==> src/rtl/ps2_pkg.sv <==
// Shared PS/2 definitions: set-2 scan codes, the team's 8-bit key codes,
// FSM state types and small helpers used by the encoder and interpreter.
package ps2_pkg;

    // PS/2 set-2 scan-code bytes
    localparam logic [7:0] SC_W      = 8'h1D;
    localparam logic [7:0] SC_S      = 8'h1B;
    localparam logic [7:0] SC_A      = 8'h1C;
    localparam logic [7:0] SC_D      = 8'h23;
    localparam logic [7:0] SC_UP     = 8'h75;
    localparam logic [7:0] SC_DOWN   = 8'h72;
    localparam logic [7:0] SC_LEFT   = 8'h6B;
    localparam logic [7:0] SC_RIGHT  = 8'h74;
    localparam logic [7:0] SC_EXT    = 8'hE0;
    localparam logic [7:0] SC_BREAK  = 8'hF0;

    // Key codes produced by the keyboard interpreter
    localparam logic [7:0] KEY_W_PRESS       = 8'h57;
    localparam logic [7:0] KEY_S_PRESS       = 8'h53;
    localparam logic [7:0] KEY_A_PRESS       = 8'h41;
    localparam logic [7:0] KEY_D_PRESS       = 8'h44;
    localparam logic [7:0] KEY_UP_PRESS      = 8'h30;
    localparam logic [7:0] KEY_DOWN_PRESS    = 8'h31;
    localparam logic [7:0] KEY_LEFT_PRESS    = 8'h32;
    localparam logic [7:0] KEY_RIGHT_PRESS   = 8'h33;
    localparam logic [7:0] KEY_W_RELEASE     = 8'h77;
    localparam logic [7:0] KEY_S_RELEASE     = 8'h73;
    localparam logic [7:0] KEY_A_RELEASE     = 8'h61;
    localparam logic [7:0] KEY_D_RELEASE     = 8'h64;
    localparam logic [7:0] KEY_UP_RELEASE    = 8'h2B;
    localparam logic [7:0] KEY_DOWN_RELEASE  = 8'h2D;
    localparam logic [7:0] KEY_LEFT_RELEASE  = 8'h2F;
    localparam logic [7:0] KEY_RIGHT_RELEASE = 8'h2A;
    localparam logic [7:0] KEY_NONE          = 8'h3F;

    // Byte sequence for one key code; len == 0 means the code is unmapped
    typedef struct packed {
        logic [1:0] len;
        logic [7:0] b0;
        logic [7:0] b1;
        logic [7:0] b2;
    } scan_seq_t;

    typedef enum logic [2:0] {
        TX_IDLE,
        TX_LOAD,
        TX_BIT_HI,
        TX_BIT_LO,
        TX_GAP
    } tx_state_t;

    typedef enum logic {
        SEQ_IDLE,
        SEQ_SEND
    } seq_state_t;

    // Map a key code to its scan-code byte sequence
    function automatic scan_seq_t keycode_to_scan(input logic [7:0] code);
        scan_seq_t s;
        s = '0;
        case (code)
            KEY_W_PRESS:       s = {2'd1, SC_W,     8'h00,    8'h00};
            KEY_S_PRESS:       s = {2'd1, SC_S,     8'h00,    8'h00};
            KEY_A_PRESS:       s = {2'd1, SC_A,     8'h00,    8'h00};
            KEY_D_PRESS:       s = {2'd1, SC_D,     8'h00,    8'h00};
            KEY_UP_PRESS:      s = {2'd2, SC_EXT,   SC_UP,    8'h00};
            KEY_DOWN_PRESS:    s = {2'd2, SC_EXT,   SC_DOWN,  8'h00};
            KEY_LEFT_PRESS:    s = {2'd2, SC_EXT,   SC_LEFT,  8'h00};
            KEY_RIGHT_PRESS:   s = {2'd2, SC_EXT,   SC_RIGHT, 8'h00};
            KEY_W_RELEASE:     s = {2'd2, SC_BREAK, SC_W,     8'h00};
            KEY_S_RELEASE:     s = {2'd2, SC_BREAK, SC_S,     8'h00};
            KEY_A_RELEASE:     s = {2'd2, SC_BREAK, SC_A,     8'h00};
            KEY_D_RELEASE:     s = {2'd2, SC_BREAK, SC_D,     8'h00};
            KEY_UP_RELEASE:    s = {2'd3, SC_EXT,   SC_BREAK, SC_UP};
            KEY_DOWN_RELEASE:  s = {2'd3, SC_EXT,   SC_BREAK, SC_DOWN};
            KEY_LEFT_RELEASE:  s = {2'd3, SC_EXT,   SC_BREAK, SC_LEFT};
            KEY_RIGHT_RELEASE: s = {2'd3, SC_EXT,   SC_BREAK, SC_RIGHT};
            default:           s = '0;
        endcase
        return s;
    endfunction

    // 11-bit PS/2 frame, bit 0 sent first: start 0, data LSB first, odd parity, stop 1
    function automatic logic [10:0] ps2_frame(input logic [7:0] data);
        return {1'b1, ~^data, data, 1'b0};
    endfunction

endpackage

==> src/rtl/ps2_frame_tx.sv <==
// Device-side PS/2 byte serializer: one frame per start pulse, followed by an
// idle gap. done is high during the last gap cycle, when a new start may chain.
module ps2_frame_tx
    import ps2_pkg::*;
#(
    parameter int CLK_DIV  = 2000,
    parameter int BYTE_GAP = 5000
) (
    input  logic       i_clk,
    input  logic       i_rst_n,
    input  logic [7:0] tx_byte,
    input  logic       start,
    output logic       done,
    output logic       ps2_clk,
    output logic       ps2_data
);

    localparam int CNT_MAX = (CLK_DIV > BYTE_GAP) ? CLK_DIV : BYTE_GAP;
    localparam int CNT_W   = (CNT_MAX > 1) ? $clog2(CNT_MAX) : 1;
    localparam logic [CNT_W-1:0] HALF_LAST = CNT_W'(CLK_DIV - 1);
    localparam logic [CNT_W-1:0] GAP_LAST  = CNT_W'(BYTE_GAP - 1);
    localparam logic [3:0]       LAST_BIT  = 4'd10;

    tx_state_t        state;
    logic [CNT_W-1:0] div_cnt;
    logic [3:0]       bit_cnt;
    logic [10:0]      frame;
    logic [7:0]       data_q;
    logic [10:0]      load_frame;

    assign load_frame = ps2_frame(data_q);
    assign done       = (state == TX_GAP) && (div_cnt == GAP_LAST);

    // Serializer FSM: frame is a shift register whose bit 0 is the next bit to drive
    always_ff @(posedge i_clk) begin
        if (!i_rst_n) begin
            state    <= TX_IDLE;
            div_cnt  <= '0;
            bit_cnt  <= '0;
            frame    <= '1;
            data_q   <= '0;
            ps2_clk  <= 1'b1;
            ps2_data <= 1'b1;
        end else begin
            case (state)
                TX_IDLE: begin
                    if (start) begin
                        data_q <= tx_byte;
                        state  <= TX_LOAD;
                    end
                end
                TX_LOAD: begin
                    ps2_data <= load_frame[0];
                    frame    <= {1'b1, load_frame[10:1]};
                    bit_cnt  <= '0;
                    div_cnt  <= '0;
                    ps2_clk  <= 1'b1;
                    state    <= TX_BIT_HI;
                end
                TX_BIT_HI: begin
                    if (div_cnt == HALF_LAST) begin
                        div_cnt <= '0;
                        ps2_clk <= 1'b0;
                        state   <= TX_BIT_LO;
                    end else begin
                        div_cnt <= div_cnt + 1'b1;
                    end
                end
                TX_BIT_LO: begin
                    if (div_cnt == HALF_LAST) begin
                        div_cnt <= '0;
                        ps2_clk <= 1'b1;
                        bit_cnt <= bit_cnt + 4'd1;
                        if (bit_cnt == LAST_BIT) begin
                            ps2_data <= 1'b1;
                            state    <= TX_GAP;
                        end else begin
                            ps2_data <= frame[0];
                            frame    <= {1'b1, frame[10:1]};
                            state    <= TX_BIT_HI;
                        end
                    end else begin
                        div_cnt <= div_cnt + 1'b1;
                    end
                end
                TX_GAP: begin
                    if (div_cnt == GAP_LAST) begin
                        div_cnt <= '0;
                        if (start) begin
                            data_q <= tx_byte;
                            state  <= TX_LOAD;
                        end else begin
                            state <= TX_IDLE;
                        end
                    end else begin
                        div_cnt <= div_cnt + 1'b1;
                    end
                end
                default: state <= TX_IDLE;
            endcase
        end
    end

endmodule

==> src/rtl/ps2_keycode_encoder.sv <==
// Turns team key codes into PS/2 set-2 byte sequences and drives them out as
// device-side frames. Bytes are latched at acceptance; busy inputs are ignored.
module ps2_keycode_encoder
    import ps2_pkg::*;
#(
    parameter int CLK_DIV  = 2000,
    parameter int BYTE_GAP = 5000
) (
    input  logic       i_clk,
    input  logic       i_rst_n,
    input  logic [7:0] i_code,
    input  logic       i_code_valid,
    output logic       o_ready,
    output logic       o_ps2_clk,
    output logic       o_ps2_data,
    output logic       o_busy,
    output logic       o_error
);

    seq_state_t seq_state;
    scan_seq_t  seq_buf;
    scan_seq_t  lookup;
    logic [1:0] byte_idx;
    logic [1:0] next_idx;
    logic       accept;
    logic       mapped;
    logic       more;
    logic       tx_start;
    logic       tx_done;
    logic [7:0] tx_byte;

    assign lookup   = keycode_to_scan(i_code);
    assign mapped   = (lookup.len != 2'd0);
    assign o_ready  = (seq_state == SEQ_IDLE);
    assign o_busy   = ~o_ready;
    assign accept   = i_code_valid && o_ready;
    assign next_idx = byte_idx + 2'd1;
    assign more     = (next_idx < seq_buf.len);

    // Start the serializer on a fresh mapped code, or chain the next buffered byte
    always_comb begin
        tx_start = 1'b0;
        tx_byte  = lookup.b0;
        if (accept && mapped) begin
            tx_start = 1'b1;
            tx_byte  = lookup.b0;
        end else if ((seq_state == SEQ_SEND) && tx_done && more) begin
            tx_start = 1'b1;
            case (next_idx)
                2'd0:    tx_byte = seq_buf.b0;
                2'd1:    tx_byte = seq_buf.b1;
                default: tx_byte = seq_buf.b2;
            endcase
        end
    end

    // Byte sequencer: latch the sequence at acceptance and walk it one frame at a time
    always_ff @(posedge i_clk) begin
        if (!i_rst_n) begin
            seq_state <= SEQ_IDLE;
            seq_buf   <= '0;
            byte_idx  <= '0;
            o_error   <= 1'b0;
        end else begin
            o_error <= accept && !mapped;
            case (seq_state)
                SEQ_IDLE: begin
                    if (accept && mapped) begin
                        seq_buf   <= lookup;
                        byte_idx  <= '0;
                        seq_state <= SEQ_SEND;
                    end
                end
                SEQ_SEND: begin
                    if (tx_done) begin
                        byte_idx <= next_idx;
                        if (!more) begin
                            seq_state <= SEQ_IDLE;
                        end
                    end
                end
                default: seq_state <= SEQ_IDLE;
            endcase
        end
    end

    ps2_frame_tx #(
        .CLK_DIV  (CLK_DIV),
        .BYTE_GAP (BYTE_GAP)
    ) u_frame_tx (
        .i_clk    (i_clk),
        .i_rst_n  (i_rst_n),
        .tx_byte  (tx_byte),
        .start    (tx_start),
        .done     (tx_done),
        .ps2_clk  (o_ps2_clk),
        .ps2_data (o_ps2_data)
    );

endmodule
==> config.mk <==
export PLATFORM = sky130hd
export DESIGN_NAME = ps2_keycode_encoder
export DESIGN_NICKNAME = d
export VERILOG_FILES = /design/src/rtl/ps2_pkg.sv /design/src/rtl/ps2_frame_tx.sv /design/src/rtl/ps2_keycode_encoder.sv
export SDC_FILE = /design/constraint.sdc
export NUM_CORES = 1
export LEC_CHECK = 0
export ABC_CLOCK_PERIOD_IN_PS = 4500
export BUFFER_PORTS_ARGS = -buffer_cell sky130_fd_sc_hd__buf_2
export CORE_MARGIN = 4
export CORE_UTILIZATION = 30
export CTS_BUF_LIST = sky130_fd_sc_hd__clkbuf_4 sky130_fd_sc_hd__clkbuf_8 sky130_fd_sc_hd__clkbuf_16
export DETAILED_ROUTE_END_ITERATION = 10
export MAX_ROUTING_LAYER = met4
export PLACE_DENSITY_LB_ADDON = 0.15
export SYNTH_ARGS = -nofsm -noshare
export SYNTH_HDL_FRONTEND = slang
export SYNTH_HIERARCHICAL = 1
export SYNTH_SLANG_ARGS = --single-unit
==> constraint.sdc <==
create_clock -name i_clk -period 4.5 [get_ports i_clk]
set_input_delay 0.225 -clock i_clk [delete_from_list [all_inputs] [get_ports i_clk]]
set_output_delay 0.225 -clock i_clk [all_outputs]
set_load 0.005 [all_outputs]
# Word level (Yosys, flattened, before mapping)
# Cells that the tools add are included.
# totals
regBits	71
out_inout_bits	5
elab_cells	110
# classes
add_sub_neg	3
magnitude_cmp	1
eq_ne	31
muxes	37
bitwise	1
reduce_logical	23
# op_table
op	count
one-hot mux 26 bit (16 select lines)	1
== test 8 x 6 -> 1 bit, second input constant	8
== test 8 x 7 -> 1 bit, second input constant	8
one-hot mux 13 bit (3 select lines)	1
2-to-1 mux 8 bit	4
one-hot mux 8 bit (2 select lines)	2
2-to-1 mux 13 bit	2
2-to-1 mux 11 bit	2
one-hot mux 11 bit (2 select lines)	1
2-to-1 mux 3 bit	5
one-hot mux 3 bit (5 select lines)	1
adder 13 x 1 -> 13 bit, second input constant	1
== test 13 x 11 -> 1 bit, second input constant	1
== test 13 bit, second input constant	1
2-to-1 mux 1 bit	10
inequality test 2 x 1 -> 1 bit, second input constant	4
one-hot mux 4 bit (2 select lines)	1
AND reduction 2 bit	4
XNOR reduction 8 bit	1
== test 3 x 2 -> 1 bit, second input constant	2
logical AND 1 bit	6
inequality test 2 bit, second input constant	3
AND reduction 3 bit	2
nonzero test 2 bit	3
19 further kinds	22

# Logic depth before layout (Yosys ltp)
# Gate-level depths: netlist of the first run.
# depth
word_depth	9
mapped_depth	11
depth_no_buf	10

# Cells and area by module
# The synthesis of the first run kept the hierarchy.
# by_module_without_submodules
mod	instances	cells_per_inst	area_each_um2	seq_area_each_um2
ps2_frame_tx	1	234	2062.0	780.7
ps2_keycode_encoder	1	227	1740.4	500.5

# Worst setup path before layout of the first run
# Ideal clock, no wire load.
# synth_path
path_kind	flip-flop to flip-flop
startpoint	register u_frame_tx.div_cnt[0]
endpoint	register u_frame_tx.data_q[0]
setup_ns	0.116
t_arrival_ns	2.252
t_required_ns	4.384
path_slack_ns	2.132
stages_incl_launch_ff	12
path_cell_list	dfxtp_1 ha_1 and4bb_2 nand4_4 nor2_1 nand3_1 clkbuf_1 nand2_1 nand2_1 a21oi_4 mux2i_1 nor2b_1
# synth_between
elab_chain_cells	9
elab_cells_between_ends	13
cone_classes	eq/ne (2); mux (7); reduce/logical (4)
# synth_lines
item	line	rtl
start: declaration	ps2_frame_tx.sv:25	logic [CNT_W-1:0] div_cnt;
start signal: assignment	ps2_frame_tx.sv:66	div_cnt <= div_cnt + 1'b1;
start signal: assignment	ps2_frame_tx.sv:83	div_cnt <= div_cnt + 1'b1;
start signal: assignment	ps2_frame_tx.sv:96	div_cnt <= div_cnt + 1'b1;
== test 13 bit *	ps2_frame_tx.sv:32	assign done = (state == TX_GAP) && (div_cnt == GAP_LAST);
logical AND 1 bit *	ps2_frame_tx.sv:32	
via tx_done	ps2_keycode_encoder.sv:29	logic tx_done;
logical AND 1 bit * (2 in a row)	ps2_keycode_encoder.sv:47	end else if ((seq_state == SEQ_SEND) && tx_done && more) begin
2-to-1 mux 1 bit *	ps2_keycode_encoder.sv:47	
2-to-1 mux 1 bit *	ps2_keycode_encoder.sv:44	if (accept && mapped) begin
via tx_start	ps2_keycode_encoder.sv:28	logic tx_start;
2-to-1 mux 8 bit *	ps2_frame_tx.sv:47, ps2_frame_tx.sv:89	
2-to-1 mux 8 bit	ps2_frame_tx.sv:87	if (div_cnt == GAP_LAST) begin
one-hot mux 8 bit (2 select lines) *	ps2_frame_tx.sv:45	case (state)
end signal: assignment	ps2_frame_tx.sv:48	data_q <= tx_byte;
end signal: assignment	ps2_frame_tx.sv:90	data_q <= tx_byte;
end: declaration	ps2_frame_tx.sv:28	logic [7:0] data_q;
# The timed path passes the listed nets; every way through them passes the cells marked *. The select of a mux whose other input is x is not followed.
# A chain may end at the register's enable or synchronous reset.

# Final worst setup path of the first run
# layout_path
startpoint	register byte_idx[0]
endpoint	register u_frame_tx.data_q[6]
# layout_between
elab_chain_cells	8
elab_cells_between_ends	13
cone_classes	add/sub (1); order compare (1); eq/ne (1); mux (8); reduce/logical (2)
# layout_lines
item	line	rtl
start: declaration	ps2_keycode_encoder.sv:23	logic [1:0] byte_idx;
start signal: assignment	ps2_keycode_encoder.sv:76	byte_idx <= next_idx;
adder 2 x 1 -> 2 bit *	ps2_keycode_encoder.sv:37	assign next_idx = byte_idx + 2'd1;
< comparator 2 bit *	ps2_keycode_encoder.sv:38	assign more = (next_idx < seq_buf.len);
logical AND 1 bit *	ps2_keycode_encoder.sv:47	
2-to-1 mux 1 bit *	ps2_keycode_encoder.sv:47	
2-to-1 mux 1 bit *	ps2_keycode_encoder.sv:44	
via tx_start	ps2_keycode_encoder.sv:28	
2-to-1 mux 8 bit *	ps2_frame_tx.sv:47, ps2_frame_tx.sv:89	
2-to-1 mux 8 bit	ps2_frame_tx.sv:87	
one-hot mux 8 bit (2 select lines) *	ps2_frame_tx.sv:45	
# Marks and branches as above.

==> results of run 1 <==
per-stage QoR:
stage	setup slack [ps]	area (um^2)	hold WS, ps
after floorplan	2130	3800	435
after global placement	1720	3930	446
after detailed placement	1620	3930	456
after CTS	1610	4230	302
after global routing	1190	4230	353
final	1590	4230	321
registers in the layout, summed over array words and instances (netlist names):
| name | count |
|---|---|
| seq_buf | 21 |
| u_frame_tx/div_cnt | 13 |
| u_frame_tx/frame | 9 |
| u_frame_tx/data_q | 8 |
| u_frame_tx/bit_cnt | 4 |
| u_frame_tx/state | 3 |
| byte_idx | 2 |
| o_busy | 1 |
| o_error | 1 |
| u_frame_tx/ps2_clk | 1 |
| u_frame_tx/ps2_data | 1 |
cell families after synthesis:
kind of cell               Yosys count  synth area share
and+or+nand+nor                    180             0.262
AOI/OAI and AO/OA                  131             0.239
DFF                                 64             0.337
buffers and inverters               46            0.0553
muxes                               22            0.0592
xor gates and xnor gates            12            0.0276
adders and majority gates            6            0.0197
report_power, final:
group / internal [mW] / total (mW) / switching (mW)
Clock: 0.469 / 0.715 / 0.246
Combinational: 0.0302 / 0.0930 / 0.0628
Sequential: 0.575 / 0.582 / 0.00745
Total: 1.07 / 1.39 / 0.316
worst paths after layout:
kind	startpoint	endpoint	slack, ps	cells past startpoint
worst max register to register	byte_idx[0]$_SDFFE_PN0P_	u_frame_tx/data_q[6]$_SDFFE_PN0P_	1590	10
worst min-delay path	i_code[2]	seq_buf[3]$_SDFFE_PN0P_	320	3
worst min register to register	seq_buf[17]$_SDFFE_PN0P_	seq_buf[17]$_SDFFE_PN0P_	460	2
worst max-delay path	byte_idx[0]$_SDFFE_PN0P_	u_frame_tx/data_q[6]$_SDFFE_PN0P_	1590	10
routing by layer:
layer	vias to the layer above	global-route usage	wire (um)
met1	1549	0.191	4950
met2	41	0.209	4190
met5	-	-	0
met4	0	0.0446	123
li1	1685	-	-
met3	12	0.0393	326
placed cells by master, fill, tap and decap left out, drive strengths merged, types with 10 or more instances in the layout:
master,Yosys,layout
nor2b,15,15
buf,13,16
mux2i,21,21
dfxtp,64,64
a21oi,30,30
xnor2,11,11
and3,12,12
nand2,54,54
o21ai,31,31
clkbuf,22,13
inv,11,11
nand3,24,24
nor2,21,21
a31oi,10,10
synthesized netlist by cell type (7+ instances only):
master,n
nor2_1,21
o211ai_1,8
xnor2_1,11
clkbuf_1,22
inv_1,11
nand3_1,24
a2111oi_0,8
dfxtp_1,64
nor2b_1,15
nand4_1,7
mux2i_1,21
a22oi_1,7
a31oi_1,10
and3_1,12
a21oi_1,28
nor3_1,9
nand2_1,54
o21ai_0,28
worst reg2reg max path, cell delays in order, from the launching register on:
cell     delay (ps)
dfxtp_1         370
inv_1            80
ha_1            570
ha_1            320
a21oi_1         190
nand3_1         340
nand2_1         200
nand2_1         100
a21oi_4         330
mux2i_1         230
nor2b_1          60
layout make-up:
cell class,count,share of cell area
flip-flops and latches,64,0.303
repair buffers,16,0.0195
multi-input cells,351,0.546
clock buffers,13,0.0632
clock inverters,3,0.00946
well taps,168,0.0496
inverters,11,0.00975
==> flow_metrics.py, run 1 <==
metrics = {
    "detailed_routing": {
        "antenna_left": 0,
        "dr.pass1.iters": 4,
        "vias": 3287,
        "drc": 0,
        "wirelength_um": 9600,
        "drt_iter0_markers": 195,
        "via_per_inst": 5.25,
        "wl_per_cell_um": 15.3,
    },
    "sta": {
        "rsz0062_at_grt": "false",
        "worstMarginPinSlew_ps": 1100,
        "relSlewSlack": 0.263,
        "finalHoldViolCount": 0,
        "max_freq_ghz": 0.344,
        "fin_crit_sh": 0.646,
        "period_needed_ps": 2910,
        "slew_violations": 0,
        "setup-violations-final": 0,
        "setup_tns_ps": 0,
        "fin_worst_skew_ps": 7.01,
    },
    "cts": {
        "clk_latency_ps": 330,
        "clock-sinks": 64,
        "cts_tree": "built",
        "cts_root_buf": "clkbuf_16",
        "cts_setup_buffers": 0,
        "postCtsHoldBufs": 0,
        "post_cts_resized": 0,
        "htree_levels": 3,
        "cts_made_buffers": 9,
        "path_clk_slew_ps": 50,
        "max-clock-path-buffers": 2,
    },
    "logic_synthesis": {
        "synth.area.top_cells": "dfxtp_1 (34%), mux2i_1 (5.5%), nand2_1 (5.3%)",
        "synth_top_area_frac": 0.337,
        "synthCells": 461,
        "yosysWarnings": 6,
        "ys_types": 68,
        "synth_seq_cells": 64,
        "netlist_area_um2": 3800,
        "ys.flop_type": "dfxtp_1",
        "synth_edf_count": 0,
        "synth_nets": 478,
        "synth.avg_cell_area_um2": 8.25,
        "yosysSeqAreaShare": 0.337,
        "synthArstFlopShare": 0,
        "yosys.area.top_type": "dfxtp_1",
    },
    "finish": {
        "instances_no_fill": 626,
        "n_fill_cell": 1317,
        "multi_input_area_um2": 2310,
        "nets": 470,
        "area_delta_synth_final_pct": 11.4,
        "antenna_cells": 0,
        "seqCellArea_um2": 1280,
        "fin_util": 0.347,
        "drive_gt1_frac": 0.107,
    },
    "placed_design": {
        "hpwlAfterDp_um": 6720,
        "dp_cells": 610,
        "gp_congestion": 0.818,
        "io_buffer_count": 15,
    },
    "floorplanning": {
        "die_h_um": 121,
        "core_area_um2": 12200,
        "io_pins": 16,
        "fp.dieArea_um2": 14500,
        "die_x_um": 121,
        "start_util": 0.311,
        "core.rowCount": 40,
    },
    "setup_path": {
        "crit_path_end_kind": "register",
        "path_buf_inv": 1,
        "crit_arrival_ps": 3130,
        "path_cells": "inv_1 > ha_1 > ha_1 > a21oi_1 > nand3_1 > nand2_1 > nand2_1 > a21oi_4 > mux2i_1 > nor2b_1",
        "cp_max_fo": 16,
        "path_class": "register to register",
        "cp-start-kind": "register",
        "cpLargestDelayFamily": "adder cells",
        "crit_required_ps": 4730,
        "slowest_delay_ps": 570,
        "crit_path_top_delay_cell": "ha_1",
    },
    "global_route": {
        "track_usage": 0.143,
        "overflow": 0,
        "grt_pass1_wl_um": 16300,
        "grt_max_degree": 48,
        "antenna_found_initial": 0,
        "grt_pass1_vias": 3109,
    },
    "run": {
        "cap_violations": 0,
    },
    "pwr": {
        "vdd_ir_drop_max_v": 0.000176,
        "powerDensity_nw_per_um2": 328,
        "leakage_nw": 1.47,
        "power_mw": 1.39,
    },
    "outcome": {
        "status": "finished, final reports clean",
    },
    "hold_path": {
        "hp-class": "primary input to register",
    },
}
Note: power is estimated with default switching activity, not from simulation.
==> run 2, diff against run 1 <==
--- a/config.mk
+++ b/config.mk
@@ -5,7 +5,7 @@
 export SDC_FILE = /design/constraint.sdc
 export NUM_CORES = 1
 export LEC_CHECK = 0
-export ABC_CLOCK_PERIOD_IN_PS = 4500
+export ABC_CLOCK_PERIOD_IN_PS = 2520
 export BUFFER_PORTS_ARGS = -buffer_cell sky130_fd_sc_hd__buf_2
 export CORE_MARGIN = 4
 export CORE_UTILIZATION = 30
==> constraint.sdc (replaced) <==
create_clock -name i_clk -period 2.52 [get_ports i_clk]
set_input_delay 0.126 -clock i_clk [delete_from_list [all_inputs] [get_ports i_clk]]
set_output_delay 0.126 -clock i_clk [all_outputs]
set_load 0.005 [all_outputs]
==> run 2 against run 1 <==
Compared with the run above: count of clock-buffer cells in the layout fell by 3; sequential share of layout area decreased by 1.0 points; design area grew 3.5%; critical path type unchanged; global-route usage is 0.051 points higher; die area unchanged; register-to-register slack got worse by 1400 ps; utilization is 1.2 points higher; clock skew down 1.6 ps; sequential cell count is the same; highest routed layer unchanged.
==> flow_metrics.py, run 2 (synthesis results as in run 1) <==
metrics = {
    "outcome": {
        "status": "finished, final reports clean",
    },
    "run": {
        "cap_violations": 0,
    },
    "finish": {
        "multi_input_area_um2": 2310,
        "n_fill_cell": 1315,
        "area_delta_synth_final_pct": 15.2,
        "final_common_cell": "dfxtp_1",
        "largest_register": "seq_buf",
        "largestRegisters": "seq_buf x21, u_frame_tx/div_cnt x13, u_frame_tx/frame x9",
        "mostFrequentLayoutCells": "dfxtp_1 (64), nand2_1 (54), a21oi_1 (28), o21ai_0 (28), nand3_1 (24)",
        "drive_gt1_frac": 0.137,
        "antenna_cells": 0,
        "seqCellArea_um2": 1280,
        "largest_reg_flops": 21,
        "nets": 486,
    },
    "hold_path": {
        "worstHoldEndpoint": "u_frame_tx/ps2_clk$_SDFFE_PN1P_",
        "hold_path_startpoint": "i_rst_n",
        "hp-class": "primary input to register",
        "min_path_cells": 2,
    },
    "detailed_routing": {
        "wirelength_um": 9680,
        "drc": 0,
        "wl_per_cell_um": 15.1,
        "drt_iter0_markers": 156,
        "via_per_inst": 5.23,
        "antenna_left": 0,
        "vias": 3360,
        "dr.pass1.iters": 4,
    },
    "pwr": {
        "leakage_nw": 1.55,
        "p_sw_frac": 0.232,
        "power_frac_clock": 0.527,
        "power_mw": 2.58,
        "power.share.combinational": 0.071,
        "p_int_mw": 1.98,
        "vdd_ir_drop_max_v": 0.000263,
        "p_seq_frac": 0.402,
        "powerDensity_nw_per_um2": 588,
        "power_switching_mw": 0.599,
    },
    "sta": {
        "max_freq_ghz": 0.438,
        "period_needed_ps": 2290,
        "slew_violations": 0,
        "fin_worst_skew_ps": 5.42,
        "setup-violations-final": 0,
        "fin_crit_sh": 0.907,
        "rsz0062_at_grt": "false",
        "finalHoldViolCount": 0,
        "setup_tns_ps": 0,
        "relSlewSlack": 0.638,
        "worstMarginPinSlew_ps": 542,
        "setup_slack_ps": 235,
    },
    "setup_path": {
        "crit_arrival_ps": 2510,
        "crit_path_end_kind": "register",
        "r2r_cells": 11,
        "path_class": "register to register",
        "crit_required_ps": 2750,
        "r2r-start": "u_frame_tx/div_cnt[0]$_SDFFE_PN0P_",
        "cp_max_fo": 8,
        "cp-start-kind": "register",
        "reg2reg_slack_ps": 230,
        "r2r-end": "u_frame_tx/data_q[2]$_SDFFE_PN0P_",
    },
    "global_route": {
        "grt_max_degree": 38,
        "track_usage": 0.143,
        "antenna_found_initial": 0,
        "grt_pass1_wl_um": 16200,
        "overflow": 0,
        "grt_pass1_vias": 3177,
    },
    "floorplanning": {
        "start_util": 0.311,
        "core.rowCount": 40,
        "fp.dieArea_um2": 14500,
        "io_pins": 16,
        "die_h_um": 121,
        "core_area_um2": 12200,
        "die_x_um": 121,
    },
    "cts": {
        "cts_setup_buffers": 0,
        "cts_made_buffers": 9,
        "clk_latency_ps": 330,
        "postCtsHoldBufs": 0,
        "cts_tree": "built",
        "htree_levels": 3,
        "max-clock-path-buffers": 2,
        "cts_root_buf": "clkbuf_16",
        "post_cts_resized": 0,
        "clock-sinks": 64,
        "path_clk_slew_ps": 60,
    },
    "placed_design": {
        "place_ws_ps": 165,
        "hpwlAfterDp_um": 6900,
        "gp_congestion": 0.837,
        "io_buffer_count": 15,
    },
}
run 2: how the worst max path moves through the flow:
stage	to	cells past startpoint	slack [ps]	from
6_report	u_frame_tx/data_q[2]$_SDFFE_PN0P_	11	230	u_frame_tx/div_cnt[0]$_SDFFE_PN0P_
5_1_grt	u_frame_tx/data_q[2]$_SDFFE_PN0P_	11	30	byte_idx[0]$_SDFFE_PN0P_
4_1_cts	u_frame_tx/data_q[2]$_SDFFE_PN0P_	10	140	u_frame_tx/div_cnt[0]$_SDFFE_PN0P_
3_5_place_dp	u_frame_tx/data_q[2]$_SDFFE_PN0P_	10	160	u_frame_tx/div_cnt[0]$_SDFFE_PN0P_
3_3_place_gp	u_frame_tx/data_q[7]$_SDFFE_PN0P_	10	300	u_frame_tx/div_cnt[0]$_SDFFE_PN0P_
2_1_floorplan	u_frame_tx/data_q[0]$_SDFFE_PN0P_	11	150	u_frame_tx/div_cnt[0]$_SDFFE_PN0P_
run 2: stage by stage:
step | util | hold slack [ps] | instances | cell area (um^2)
after floorplan | - | 356 | 461 | 3800
after global placement | 0.331 | 445 | 625 | 4040
after detailed placement | 0.331 | 455 | 625 | 4040
after CTS | 0.357 | 189 | 641 | 4360
after global routing | 0.359 | 232 | 642 | 4380
final | 0.359 | 199 | 642 | 4380
run 2: area by class of cell:
| cell class | count | area share |
|---|---|---|
| multi-input combinational | 351 | 0.528 |
| sequential | 64 | 0.292 |
| clock buffer | 10 | 0.0546 |
| timing repair buffer | 32 | 0.0491 |
| tap | 168 | 0.0480 |
| clock inverter | 6 | 0.0189 |
| inverter | 11 | 0.00943 |
run 2: metal layers:
| layer | vias to the layer above | wire length (um) | GRT usage |
|---|---|---|---|
| met2 | 38 | 4240 | 0.212 |
| li1 | 1724 | - | - |
| met3 | 14 | 290 | 0.0407 |
| met1 | 1584 | 4980 | 0.189 |
| met5 | - | 0 | - |
| met4 | 0 | 161 | 0.0446 |
run 2: worst max-delay path, cell delays in order (launching register included):
cell and delay [ps]:
dfxtp_1 410, ha_1 210, and4bb_2 270, nand4_4 160, nor2_1 230, nand3_1 130
nand2_1 120, nand2_1 90, a21oi_4 140, buf_12 140, mux2i_1 200, nor2b_1 60
run 2: power by group through the flow:
stage / clock, mW / combinational [mW] / sequential (mW)
floorplan: 0 / 0.133 / 1.05
global placement: 0 / 0.180 / 1.06
finish: 1.36 / 0.182 / 1.04
detailed placement: 0 / 0.180 / 1.06
CTS: 1.39 / 0.181 / 1.04
global route: 1.43 / 0.203 / 1.04
==> run 3, diff against run 2 <==
--- a/config.mk
+++ b/config.mk
@@ -8,7 +8,7 @@
 export ABC_CLOCK_PERIOD_IN_PS = 2520
 export BUFFER_PORTS_ARGS = -buffer_cell sky130_fd_sc_hd__buf_2
 export CORE_MARGIN = 4
-export CORE_UTILIZATION = 30
+export CORE_UTILIZATION = 54
 export CTS_BUF_LIST = sky130_fd_sc_hd__clkbuf_4 sky130_fd_sc_hd__clkbuf_8 sky130_fd_sc_hd__clkbuf_16
 export DETAILED_ROUTE_END_ITERATION = 10
 export MAX_ROUTING_LAYER = met4
==> run 3 against run 2 <==
Compared with the run above: maximum frequency shrank 0.89%; utilization increased by 26 points; sequential power hardly changed; clock power decreased by 18%; critical path depth shrank 1; die area fell by 42%; routed wire length decreased by 8.8%; critical endpoint is now u_frame_tx/data_q[7]$_SDFFE_PN0P_; non-clock buffer count stayed put.
==> flow_metrics.py, run 3 (synthesis results as in run 1) <==
metrics = {
    "placed_design": {
        "io_buffer_count": 15,
        "hpwlAfterDp_um": 6120,
        "place_area_um2": 3940,
        "gp_congestion": 0.882,
    },
    "sta": {
        "setup_tns_ps": 0,
        "fin_crit_sh": 0.915,
        "relSlewSlack": 0.614,
        "worstMarginPinSlew_ps": 579,
        "period_needed_ps": 2310,
        "rsz0062_at_grt": "false",
        "fin_worst_skew_ps": 12.8,
        "finalHoldViolCount": 0,
        "slew_violations": 0,
        "setup-violations-final": 0,
        "max_freq_ghz": 0.434,
    },
    "hold_path": {
        "hp-class": "primary input to register",
        "hold_path_startpoint": "i_rst_n",
        "min_path_cells": 2,
    },
    "detailed_routing": {
        "antenna_left": 0,
        "vias": 3438,
        "dr.pass1.iters": 5,
        "drt_iter0_markers": 123,
        "via_per_inst": 6.03,
        "wirelength_um": 8820,
        "drc": 0,
        "wl_per_cell_um": 15.5,
    },
    "finish": {
        "largestRegisters": "seq_buf x21, u_frame_tx/div_cnt x13, u_frame_tx/frame x9",
        "n_fill_cell": 617,
        "drive_gt1_frac": 0.141,
        "nets": 486,
        "final_cell_area_um2": 4230,
        "antenna_cells": 0,
        "mostFrequentLayoutCells": "dfxtp_1 (64), nand2_1 (54), a21oi_1 (28), o21ai_0 (28), nand3_1 (24)",
        "final_common_cell": "dfxtp_1",
        "largest_register": "seq_buf",
        "area_delta_synth_final_pct": 11.2,
        "largest_reg_flops": 21,
    },
    "global_route": {
        "antenna_found_initial": 0,
        "overflow": 0,
        "track_usage": 0.218,
        "grt_pass1_wl_um": 14600,
        "grt_pass1_vias": 3025,
        "grt_max_degree": 47,
    },
    "cts": {
        "cts_tree": "built",
        "cts_root_buf": "clkbuf_8",
        "cts_made_buffers": 9,
        "clock-sinks": 64,
        "path_clk_slew_ps": 70,
        "htree_levels": 3,
        "max-clock-path-buffers": 2,
        "clk_latency_ps": 350,
    },
    "setup_path": {
        "slowest_delay_ps": 430,
        "path_buf_inv": 1,
        "cpLargestDelayFamily": "simple AND/OR/NAND/NOR gates",
        "setup.worst_path.start": "u_frame_tx/div_cnt[0]$_SDFFE_PN0P_",
        "path_cells": "ha_2 > and4bb_2 > nand4_4 > nor2_2 > nand3_1 > buf_4 > or3_1 > o21ai_0 > mux2i_1 > nor2b_1",
        "path_class": "register to register",
        "crit_arrival_ps": 2580,
        "cp-start-kind": "register",
        "cp_max_fo": 12,
        "worst-path-stages": 10,
        "crit_path_end_kind": "register",
        "crit_required_ps": 2800,
        "r2r-start": "u_frame_tx/div_cnt[0]$_SDFFE_PN0P_",
        "r2r_cells": 10,
        "crit_path_top_delay_cell": "dfxtp_1",
    },
    "pwr": {
        "vdd_ir_drop_max_v": 0.000342,
        "powerDensity_nw_per_um2": 551,
        "leakage_nw": 1.51,
    },
    "floorplanning": {
        "core.rowCount": 30,
        "io_pins": 16,
        "die_h_um": 91.9,
        "fp.dieArea_um2": 8450,
        "start_util": 0.557,
        "die_x_um": 91.9,
        "core_area_um2": 6830,
    },
    "run": {
        "cap_violations": 0,
    },
    "outcome": {
        "status": "finished, final reports clean",
    },
}
## run 3: metrics by stage
step | worst slack [ps] | util | total power [mW] | instances | hold slack [ps]
2_1_floorplan | 152 | - | 1.19 | 461 | 356
3_3_place_gp | 252 | 0.577 | 1.23 | 550 | 445
3_5_place_dp | 122 | 0.577 | 1.23 | 550 | 451
4_1_cts | 50.9 | 0.614 | 2.35 | 566 | 135
5_1_grt | 35.8 | 0.619 | 2.42 | 570 | 181
6_report | 215 | 0.619 | 2.33 | 570 | 154
## run 3: worst register-to-register path, stage by stage, from the launching register on
cell      delay, ps
dfxtp_1         430
ha_2            280
and4bb_2        280
nand4_4         160
nor2_2          170
nand3_1         100
buf_4           190
or3_1           340
o21ai_0          90
mux2i_1         100
nor2b_1         100
## run 3: final timing paths
path                                  endpoint  slack, ps
max          u_frame_tx/data_q[7]$_SDFFE_PN0P_        210
min            u_frame_tx/ps2_clk$_SDFFE_PN1P_        150
max reg2reg  u_frame_tx/data_q[7]$_SDFFE_PN0P_        210
min reg2reg           seq_buf[17]$_SDFFE_PN0P_        470
## run 3: layer usage
layer,vias to the layer above,share of wire,global-route usage
met5,-,0,-
met3,15,0.044,0.0500
met2,90,0.48,0.352
met4,0,0.022,0.0941
met1,1610,0.45,0.263
li1,1723,-,-
## run 3: repair_timing
item	4_1_cts	5_1_grt
hold endpoints to repair	0	0
gates resized for setup	0	2
endpoints found under the setup margin	0	8
setup buffers	0	4
hold buffers	0	0
## run 3: power breakdown
part / internal [mW] / switching [mW] / total, mW
Clock: 0.689 / 0.424 / 1.11
Combinational: 0.0659 / 0.116 / 0.182
Sequential: 1.02 / 0.00964 / 1.03
## run 3: cell type report
class / count / area [um^2] / share of cell area
clock buffers: 10 / 138 / 0.0326
clock inverters: 6 / 115 / 0.0272
inverters: 11 / 41.3 / 0.00977
multi-input cells: 351 / 2320 / 0.548
flip-flops and latches: 64 / 1280 / 0.303
well taps: 96 / 120 / 0.0284
repair buffers: 32 / 215 / 0.0509
